===== src/rtl/mem_access_stage.sv =====
// mem_access_stage: accepts one load/store per handshake, decodes BRAM/MMIO regions, drives lane strobes
// and holds a registered response aligned with BRAM read latency. Define MEM_ALIGN_TRAP_EN to fault misaligned accesses.
module mem_access_stage (
  input  logic        clk,
  input  logic        reset,
  input  logic        req_valid,
  output logic        req_ready,
  input  logic [31:0] req_addr,
  input  logic [1:0]  req_op,
  input  logic [1:0]  req_size,
  input  logic [31:0] req_wdata,
  output logic        ram_en,
  output logic [3:0]  ram_we,
  output logic        buf_en,
  output logic [3:0]  buf_we,
  output logic [31:0] bram_addr,
  output logic [31:0] bram_wdata,
  output logic        din_rd,
  output logic [31:0] dout_reg,
  output logic        dout_wr,
  output logic        rsp_valid,
  input  logic        rsp_ready,
  output logic [31:0] rsp_addr,
  output logic [1:0]  rsp_op,
  output logic [1:0]  rsp_size,
  output logic        rsp_fault
);

  localparam logic [1:0] MEM_DISABLE   = 2'b00;
  localparam logic [1:0] MEM_READ_SEXT = 2'b01;
  localparam logic [1:0] MEM_READ_ZEXT = 2'b10;
  localparam logic [1:0] MEM_WRITE     = 2'b11;

  localparam logic [1:0] BYTE     = 2'b00;
  localparam logic [1:0] HALFWORD = 2'b01;
  localparam logic [1:0] WORD     = 2'b10;

  localparam logic [31:0] CPU_BRAM_END   = 32'h007F_FF00;
  localparam logic [31:0] BUF_BRAM_START = 32'h0100_0000;
  localparam logic [31:0] BUF_BRAM_END   = 32'h013F_FF00;
  localparam logic [31:0] DIN_REG        = 32'h0200_0000;
  localparam logic [31:0] DOUT_REG       = 32'h0200_0100;

  typedef enum logic {IDLE, RESP} state_t;

  state_t      state, state_next;
  logic        accept;
  logic        in_cpu, in_buf, in_din, in_dout;
  logic        is_rd, is_wr;
  logic        misaligned;
  logic        fault;
  logic [1:0]  offset;
  logic [3:0]  lane_we;
  logic [31:0] lane_wdata;

  logic [31:0] rsp_addr_p1;
  logic [1:0]  rsp_op_p1;
  logic [1:0]  rsp_size_p1;
  logic        rsp_fault_p1;
  logic [31:0] dout_p1;
  logic        dout_wr_p1;

  // Halfwords snap to offset 0/2, words to offset 0, when misalignment is not trapped.
  function automatic logic [1:0] eff_offset(input logic [1:0] size, input logic [1:0] off);
    case (size)
      HALFWORD: eff_offset = {off[1], 1'b0};
      WORD:     eff_offset = 2'b00;
      default:  eff_offset = off;
    endcase
  endfunction

  function automatic logic [3:0] lane_strobe(input logic [1:0] size, input logic [1:0] off);
    case (size)
      BYTE:     lane_strobe = 4'b1000 >> off;
      HALFWORD: lane_strobe = off[1] ? 4'b0011 : 4'b1100;
      WORD:     lane_strobe = 4'b1111;
      default:  lane_strobe = 4'b0000;
    endcase
  endfunction

  // Lane 0 sits in bits [31:24]; store bytes land little-endian starting at the offset lane.
  function automatic logic [31:0] lane_data(input logic [1:0] size, input logic [1:0] off,
                                            input logic [31:0] wdata);
    case (size)
      BYTE:     lane_data = {wdata[7:0], 24'h0} >> {off, 3'b000};
      HALFWORD: lane_data = off[1] ? {16'h0, wdata[7:0], wdata[15:8]}
                                   : {wdata[7:0], wdata[15:8], 16'h0};
      WORD:     lane_data = {wdata[7:0], wdata[15:8], wdata[23:16], wdata[31:24]};
      default:  lane_data = 32'h0;
    endcase
  endfunction

  assign req_ready = reset && ((state == IDLE) || rsp_ready);
  assign accept    = req_valid && req_ready;

  always_comb begin
    in_cpu     = (req_addr <= CPU_BRAM_END);
    in_buf     = (req_addr >= BUF_BRAM_START) && (req_addr <= BUF_BRAM_END);
    in_din     = (req_addr == DIN_REG);
    in_dout    = (req_addr == DOUT_REG);
    is_rd      = (req_op == MEM_READ_SEXT) || (req_op == MEM_READ_ZEXT);
    is_wr      = (req_op == MEM_WRITE);
    misaligned = ((req_size == HALFWORD) && req_addr[0]) ||
                 ((req_size == WORD) && (req_addr[1:0] != 2'b00));
    fault      = (req_op == MEM_DISABLE) || (req_size == 2'b11) ||
                 !(in_cpu || in_buf || in_din || in_dout) ||
                 (in_dout && is_rd) || (in_din && is_wr);
`ifdef MEM_ALIGN_TRAP_EN
    fault      = fault || misaligned;
`endif
    offset     = eff_offset(req_size, req_addr[1:0]);
    lane_we    = lane_strobe(req_size, offset);
    lane_wdata = lane_data(req_size, offset, req_wdata);
  end

  assign bram_addr  = {req_addr[31:2], 2'b00};
  assign bram_wdata = lane_wdata;

  always_comb begin
    ram_en = 1'b0;
    buf_en = 1'b0;
    din_rd = 1'b0;
    ram_we = 4'b0000;
    buf_we = 4'b0000;
    if (accept && !fault) begin
      ram_en = in_cpu;
      buf_en = in_buf;
      din_rd = in_din && is_rd;
      if (is_wr) begin
        ram_we = in_cpu ? lane_we : 4'b0000;
        buf_we = in_buf ? lane_we : 4'b0000;
      end
    end
  end

  always_comb begin
    state_next = state;
    if (accept) begin
      state_next = RESP;
    end else if ((state == RESP) && rsp_ready) begin
      state_next = IDLE;
    end
  end

  always_ff @(posedge clk or negedge reset) begin
    if (!reset) begin
      state <= IDLE;
    end else begin
      state <= state_next;
    end
  end

  // Stage p1: response captured at accept, valid alongside BRAM/DIN read data.
  always_ff @(posedge clk or negedge reset) begin
    if (!reset) begin
      rsp_addr_p1  <= 32'h0;
      rsp_op_p1    <= MEM_DISABLE;
      rsp_size_p1  <= BYTE;
      rsp_fault_p1 <= 1'b0;
      dout_p1      <= 32'h0;
      dout_wr_p1   <= 1'b0;
    end else begin
      dout_wr_p1 <= accept && !fault && in_dout && is_wr;
      if (accept) begin
        rsp_addr_p1  <= req_addr;
        rsp_op_p1    <= req_op;
        rsp_size_p1  <= req_size;
        rsp_fault_p1 <= fault;
        if (!fault && in_dout && is_wr) begin
          dout_p1 <= req_wdata;
        end
      end
    end
  end

  assign rsp_valid = (state == RESP);
  assign rsp_addr  = rsp_addr_p1;
  assign rsp_op    = rsp_op_p1;
  assign rsp_size  = rsp_size_p1;
  assign rsp_fault = rsp_fault_p1;
  assign dout_reg  = dout_p1;
  assign dout_wr   = dout_wr_p1;

endmodule


===== config.mk =====
export PLATFORM = sky130hd
export DESIGN_NAME = mem_access_stage
export DESIGN_NICKNAME = d
export VERILOG_FILES = /design/src/rtl/mem_access_stage.sv
export SDC_FILE = /design/constraint.sdc
export NUM_CORES = 1
export LEC_CHECK = 0
export CORE_MARGIN = 2
export CORE_UTILIZATION = 41
export DETAILED_ROUTE_END_ITERATION = 10
export PLACE_DENSITY_LB_ADDON = 0.15
export SYNTH_ARGS = -nofsm -noshare
export SYNTH_HDL_FRONTEND = slang
export SYNTH_SLANG_ARGS = --single-unit

===== constraint.sdc =====
create_clock -name clk -period 4.15 [get_ports clk]
set_input_delay 0.83 -clock clk [delete_from_list [all_inputs] [get_ports clk]]
set_output_delay 0.83 -clock clk [all_outputs]
set_load 0.02 [all_outputs]

==> impl_metrics.toml <==
[grt]
grt_overflow = 0
aggregate_global_route_resource_usage_pct = 24.0
groute.layer.met3.usage_pct = 5.39
globalRouteMet2Util_pct = 40.1
largest_net_degree_at_the_start_of_global_routing = 73
wire_length_of_the_first_global_routing_pass_um = 18100
grt_pass1_vias = 3461
global_route.usage.met1_pct = 29.4
antenna_found_initial = 0
grt.busiest_layer = "met2"

[power_and_ir_drop]
p_leak_nw = 3.02
power_density_mw_per_mm2 = 338
peakVddDrop_mv = 0.247
power.share.combinational_pct = 28.7
cell_internal_pwr_w = 0.00149
power_frac_seq_pct = 37.8
power.switching_w = 0.000588
report.power.total_w = 0.00208
switching_share_pct = 28.2
power.share.clock_pct = 33.6

[final_layout]
layout-drive-gt1-share_pct = 22.2
layout-area-overhead-vs-synth_pct = 67.7
antennaDiodeCount = 0
finish.net_count = 608

[cts]
clock_sink_count = 71
cts.reportedPaths.clkPinSlew_ns = 0.07
clock_tree.root_cell = "clkbuf_8"
post_cts_hold_buffer_count = 0
clock_buffer_count_from_cts = 9
cts_tree = "yes"
cts-htree-levels = 3
worst_skew_pair.late_latency_ns = 0.35
clock_tree.buffer_depth = 2

[setup_path]
setup_slack_of_the_most_critical_reg_to_reg_path_ns = 1.79
reg2reg_depth = 6
cpLargestDelayFamily = "simple AND/OR/NAND/NOR gates"
setup.worst_path.start_class = "input pin"
critical-path-top-cell-by-count = "inv_1"
regToRegEndpoint = "dout_reg[1]"
longest_individual_stage_delay_on_the_worst_path_ns = 0.58
worst-path-buf-inv = 4
endpoint_kind = "primary output"
cp_cell_sequence = "clkdlybuf4s50_1 > inv_1 > ha_1 > nor2_2 > nand4_1 > or3_4 > or4b_4 > inv_1 > clkdlybuf4s15_2"
worstPathMaxFanout = 5
crit-reg2reg-launch = "rsp_valid"
cp_slowest_cell = "or4b_4"
crit_type = "in2out"
worstPathArrival_ns = 3.27
worstPathRequired_ns = 3.32

[routing]
dr.pass1.iters = 4
finalWirelength_um = 11900
vias_per_cell = 5.26
route.antenna.remaining_nets = 0
wire_per_inst_um = 18.6
drc = 0
routed-via-count = 3381
first_iter_violations = 127

[yosys]
synthDistinctLibCells = 39
synthArstFlopShare_pct = 100
post_synth_fa_ha_maj_area_fraction_pct = 2.31
combinational_family_with_the_most_area_after_synthesis = "multiplexers"
synth-edff-count = 0
syn-cell-area_sq_mm = 0.00368
synth.ff_latch_count = 71
postSynthCellCount = 324
synth-compound-area-share_pct = 8.16
synth-main-ff-cell = "dfrtp_1"
synthMuxAreaShare_pct = 19.6
ys_seq_area_share_pct = 48.3
synth-warning-count = 0
synthXorXnorAreaFrac_pct = 0
synthSimpleGateAreaFrac_pct = 12.0
syn_avg_cell_area_sq_um = 11.4

[die]
fp.dieW_um = 98.7
design.core.area_sq_mm = 0.00872
floorplan.io_pins = 219
floorplan.initialDensity_pct = 42.2
fp.dieH_um = 98.7
num_rows = 34
total_die_area_sq_mm = 0.00975

[worst_hold_path]
worstHoldStart = "dout_reg[7]"
min_delay_worst_endpoint = "dout_reg[7]"
holdPathStages = 1
hold_path_class = "reg2reg"

[timing]
unrepaired_setup_endpoints_after_global_routing = "true"
clock.fmax_mhz = 244
timing.max_slew.rel_slack_pct = 38.8
worst_margin_pin_slew_ns = 0.914
layout_worst_path_cycle_share_pct = 98.7
final.hold.worst_slack_ns = 0.487
fin_setup_tns_ns = 0
slew_violations = 0
layout_min_cycle_time_ns = 4.10
timing.final.hold_violations = 0
clock-skew-final_ns = 0.0110
report.final.setup_viol = 0

[outcome]
run_status = "finished clean"

[placed_design]
routabilityCongestion = 0.914
detailedPlacementHpwl_um = 8810
port_buffers = 216

[flow_run]
maxCapViolCount = 0
==> placed cells by master, fill, tap and decap left out, types with 5 or more instances in the layout <==
cell type        count
mux2_2              62
a22oi_1             16
a21oi_1              5
nor4_1               5
dlymetal6s2s_1      22
clkdlybuf4s50_1    183
clkbuf_8            11
ha_1                 6
o21ai_0              7
dlygate4sd2_1        5
dfrtp_1             71
nand4_1              5
and2_1               9
nand2_1             10
inv_1                8
buf_4               25
a222oi_1             8
nor2_1              33
==> Yosys cell counts, types with 2 or more instances <==
library cell	instances	area, sq um
inv_1	8	30.0
and3_1	3	18.8
buf_4	32	240
nor2_1	36	135
nand2b_1	4	25.0
ha_1	6	75.1
mux2_2	62	698
a222oi_1	8	80.1
nor4_1	6	37.5
nand4_1	5	31.3
buf_6	3	33.8
buf_1	3	11.3
and2_1	9	56.3
a22oi_1	16	120
dfrtp_1	71	1780
clkbuf_1	8	30.0
nor2b_1	2	12.5
a21oi_1	5	25.0
nand2_1	11	41.3
o21ai_0	7	35.0
==> worst max path at each step <==
| stage | slack (ns) | cells past startpoint | startpoint | end |
|---|---|---|---|---|
| 2_1_floorplan | 0.65 | 7 | req_size[0] | buf_we[3] |
| 3_3_place_gp | -0.35 | 9 | req_op[0] | buf_we[3] |
| 3_5_place_dp | -0.38 | 9 | req_op[0] | buf_we[3] |
| 4_1_cts | 0.003 | 9 | req_op[0] | buf_we[3] |
| 5_1_grt | -0.02 | 9 | req_op[0] | buf_en |
| 6_report | 0.05 | 9 | req_op[0] | buf_en |
==> power by group through the flow <==
stage	clock network [W]	logic [W]	registers, W
2_1_floorplan	0	0.000187	0.000881
3_3_place_gp	0	0.000592	0.000796
3_5_place_dp	0	0.000599	0.000800
4_1_cts	0.000717	0.000603	0.000787
5_1_grt	0.000743	0.000631	0.000796
6_report	0.000699	0.000597	0.000786
==> final cells by class <==
| type | instances | area (sq um) |
|---|---|---|
| Fill cell | 653 | 2550 |
| Timing Repair Buffer | 241 | 2390 |
| Sequential cell | 71 | 1780 |
| Multi-Input combinational cell | 199 | 1580 |
| Clock buffer | 11 | 151 |
| Tap cell | 108 | 135 |
| Clock inverter | 5 | 104 |
| Inverter | 8 | 30.0 |
==> worst reg2reg max path, stage by stage, from the launching register on <==
cell and delay [ns]:
dfrtp_1 0.39, nand2b_1 0.11, nand4_1 0.20, or4_4 0.61, nor3_4 0.12, buf_4 0.40, mux2_2 0.40
==> cell families after synthesis <==
family | after synthesis
fa+ha+maj | 7
compound gates | 41
other cells | 1
simple gates | 85
mux | 64
flops | 71
buf+inv | 55
==> routing by layer <==
metal | wire length, um | up-vias
met5 | 0 | -
met2 | 5990 | 140
met3 | 864 | 30
li1 | - | 1548
met1 | 4660 | 1663
met4 | 420 | 0
==> repair_timing <==
action,4_1_cts,5_1_grt
setup buffers,0,1
endpoints found under the setup margin,12,29
pin swaps,0,3
gates resized for setup,24,28
==> stage by stage <==
stage | util (%) | cell area (sq um) | worst slack, ns | std cells
after floorplan | - | 3680 | 0.654 | 325
after global placement | 67.1 | 5850 | -0.345 | 626
after detailed placement | 67.1 | 5850 | -0.383 | 626
after CTS | 70.2 | 6120 | 0.00274 | 642
after global routing | 70.7 | 6170 | -0.0180 | 643
final | 70.7 | 6170 | 0.0522 | 643
Power figures use the tool's default switching activity.
==> RTL edit, RTL diff (same flow settings) <==
Put one more register stage on the output `rsp_fault`, with the module's reset. The value now appears one clock later. The other outputs are not delayed to match.
--- a/src/rtl/mem_access_stage.sv
+++ b/src/rtl/mem_access_stage.sv
@@ -177,7 +177,13 @@
   assign rsp_addr  = rsp_addr_p1;
   assign rsp_op    = rsp_op_p1;
   assign rsp_size  = rsp_size_p1;
-  assign rsp_fault = rsp_fault_p1;
+  always_ff @(posedge clk or negedge reset) begin
+    if (!reset) begin
+      rsp_fault <= '0;
+    end else begin
+      rsp_fault <= rsp_fault_p1;
+    end
+  end
   assign dout_reg  = dout_p1;
   assign dout_wr   = dout_wr_p1;
 
Behaviour: not the same (Yosys sat finds a counterexample within 4 cycles, from zero or initial values and one cycle with reset low).
==> RTL edit against the unedited design <==
Die area increased by 1.6%. Routed wire length increased by 3.8%. Sequential cell count increased by 1. Sequential power about the same. Setup slack improved by 0.079 ns. Design area decreased by 0.10%. Power decreased by 12%. Final cell count increased by 11%. First-iteration DRC count increased by 7.9%. Area after synthesis increased by 1.6%. Critical path type unchanged. Highest routed layer unchanged.
==> RTL edit: results (changes against the unedited design) <==
Clocking
  – # Post-CTS Setup Buffers: 0 (unchanged)
  – Worst skew pair latency: 0.33 ns (-0.02 ns)
  – Post-CTS sizing: 13 (-46%)
  – TritonCTS buffer count: 9 (unchanged)
  – Max H-tree Level: 3 (unchanged)
  – Clk buf depth: 2 (unchanged)
  – CTS root buf: clkbuf_8
  – Clock Pin Slew Worst Setup and Hold Paths: 0.07 ns (about the same)

Cells and area
  – Share of layout cells above drive strength 1: 16.3% (-6.0 points)
  – N_diodes: 0 (unchanged)
  – Layout Nets: 684 (+13%)

Critical path
  – Crit Path Max Fanout: 8 (+3)
  – Critical Path AT: 3.19 ns (-0.08 ns)
  – Top delay family on crit path: buffers and inverters
  – Setup crit start: req_size[0]
  – Worst setup endpoint: bram_wdata[17]
  – Slowest cell delay on critical path: 0.66 ns (+0.08 ns)
  – R2r endpoint: dout_reg[21]
  – FF-to-FF path depth: 7 (+1)
  – Reg2Reg Setup Slack: 2.11 ns (+0.32 ns)
  – CP max stage cell: clkdlybuf4s50_1
  – Reg-to-reg critical path startpoint: rsp_valid

Route
  – Vias per inst: 5.10 (-2.9%)
  – Routed len/inst: 17.3 µm (-6.8%)
  – Router iterations before antenna repair: 7 (+3)
  – Starting DRT DRC Count: 137 (+7.9%)

Yosys
  – Post-synth cell types: 36 (-7.7%)
  – Ranking of synthesized cells by area: dfrtp_1 48%, nand2_1 10%, mux2_2 9.9%, buf_4 7.0%, nor2_1 3.6%
  – Syn. warnings: 0 (unchanged)
  – Post-synth top cells: 103 x nand2_1, 72 x dfrtp_1, 36 x nor2_1
  – Post-synth ARST share: 100% (unchanged)
  – Register area share after synthesis: 48.2% (-0.11 points)

Placed design
  – Placer congestion estimate: 0.833 (-8.8%)
  – Worst slack at placement: -0.375 ns (+0.00736 ns)
  – Hpwl dp: 9180 µm (+4.2%)
  – Port Buffers: 216 (unchanged)

Min path
  – HP Class: reg2reg
  – Min-Delay Startpoint: rsp_fault_p1
  – Hold EP: rsp_fault
  – WHS Path Cells: 0 (-1)

GRT
  – First-pass GRT wire length: 19,500 µm (+7.5%)
  – Tot GR Track Use: 25.0% (+1.0 points)
  – Largest net degree at the start of global routing: 74 (+1.4%)
  – Initial antenna violation count: 0 (unchanged)
  – Vias in the first global route: 3,688 (+6.6%)

Run status
  – Status: complete, no violations

Timing
  – Slew @ Worst Pin: 0.938 ns (+0.0235 ns)
  – Final Skew: 0.00799 ns (-0.00300 ns)
  – Setup ws final: 0.131 ns (+0.0792 ns)
  – Min Hold Slack: 0.409 ns (-0.0782 ns)

Power and ir drop
  – Largest vdd supply drop: 0.169 mV (-32%)
  – LEAKAGE: 3.03 nW (about the same)
  – Switching power: 0.561 mW (-4.6%)
-- RTL edit: changes by cell type after synthesis, moves of 2 or more --
cell	change
clkbuf_1	+5
a21oi_1	-2
mux2_2	-29
buf_4	+3
buf_6	-2
nand4b_1	+2
nand2_1	+92
-- RTL edit: cells by family (layout without fill, tap and decap cells) --
logic type	Yosys count	in the layout	synth area share, %
muxes	33	33	9.94
adders and majority gates	7	7	2.28
other	1	2	0.100
buffers and inverters	59	274	9.64
AOI/OAI and AO/OA	40	40	8.00
and+or+nand+nor	180	180	21.9
DFF	72	72	48.2
-- RTL edit: stage by stage --
step / instance area [µm²] / utilization (%) / std cells
after global placement: 6000 / 68.4 / 703
final: 6160 / 70.3 / 716
after global routing: 6160 / 70.3 / 716
after detailed placement: 6000 / 68.4 / 703
after CTS: 6140 / 70.1 / 716
after floorplan: 3740 / - / 393
-- RTL edit: final cells by class --
cell class                 instances  area, µm²
fill                             678       2600
timing repair buffer             253       2430
sequential                        72       1800
multi-input combinational        262       1600
clock buffer                      12        155
tap                              108        135
inverter                           8       30.0
clock inverter                     1       5.00
-- RTL edit: power by group through the flow --
stage / logic, mW / registers, mW / clock network, mW
floorplan: 0.175 / 0.866 / 0
global placement: 0.555 / 0.796 / 0
detailed placement: 0.560 / 0.798 / 0
CTS: 0.563 / 0.785 / 0.497
global route: 0.598 / 0.791 / 0.524
finish: 0.559 / 0.784 / 0.484
-- RTL edit: layer usage --
layer | routed length (µm) | global-route usage (%) | up-vias
li1 | - | - | 1728
met1 | 5120 | 32.9 | 1753
met5 | 0 | 0 | -
met3 | 952 | 5.83 | 21
met2 | 6040 | 40.0 | 153
met4 | 266 | 10.2 | 0
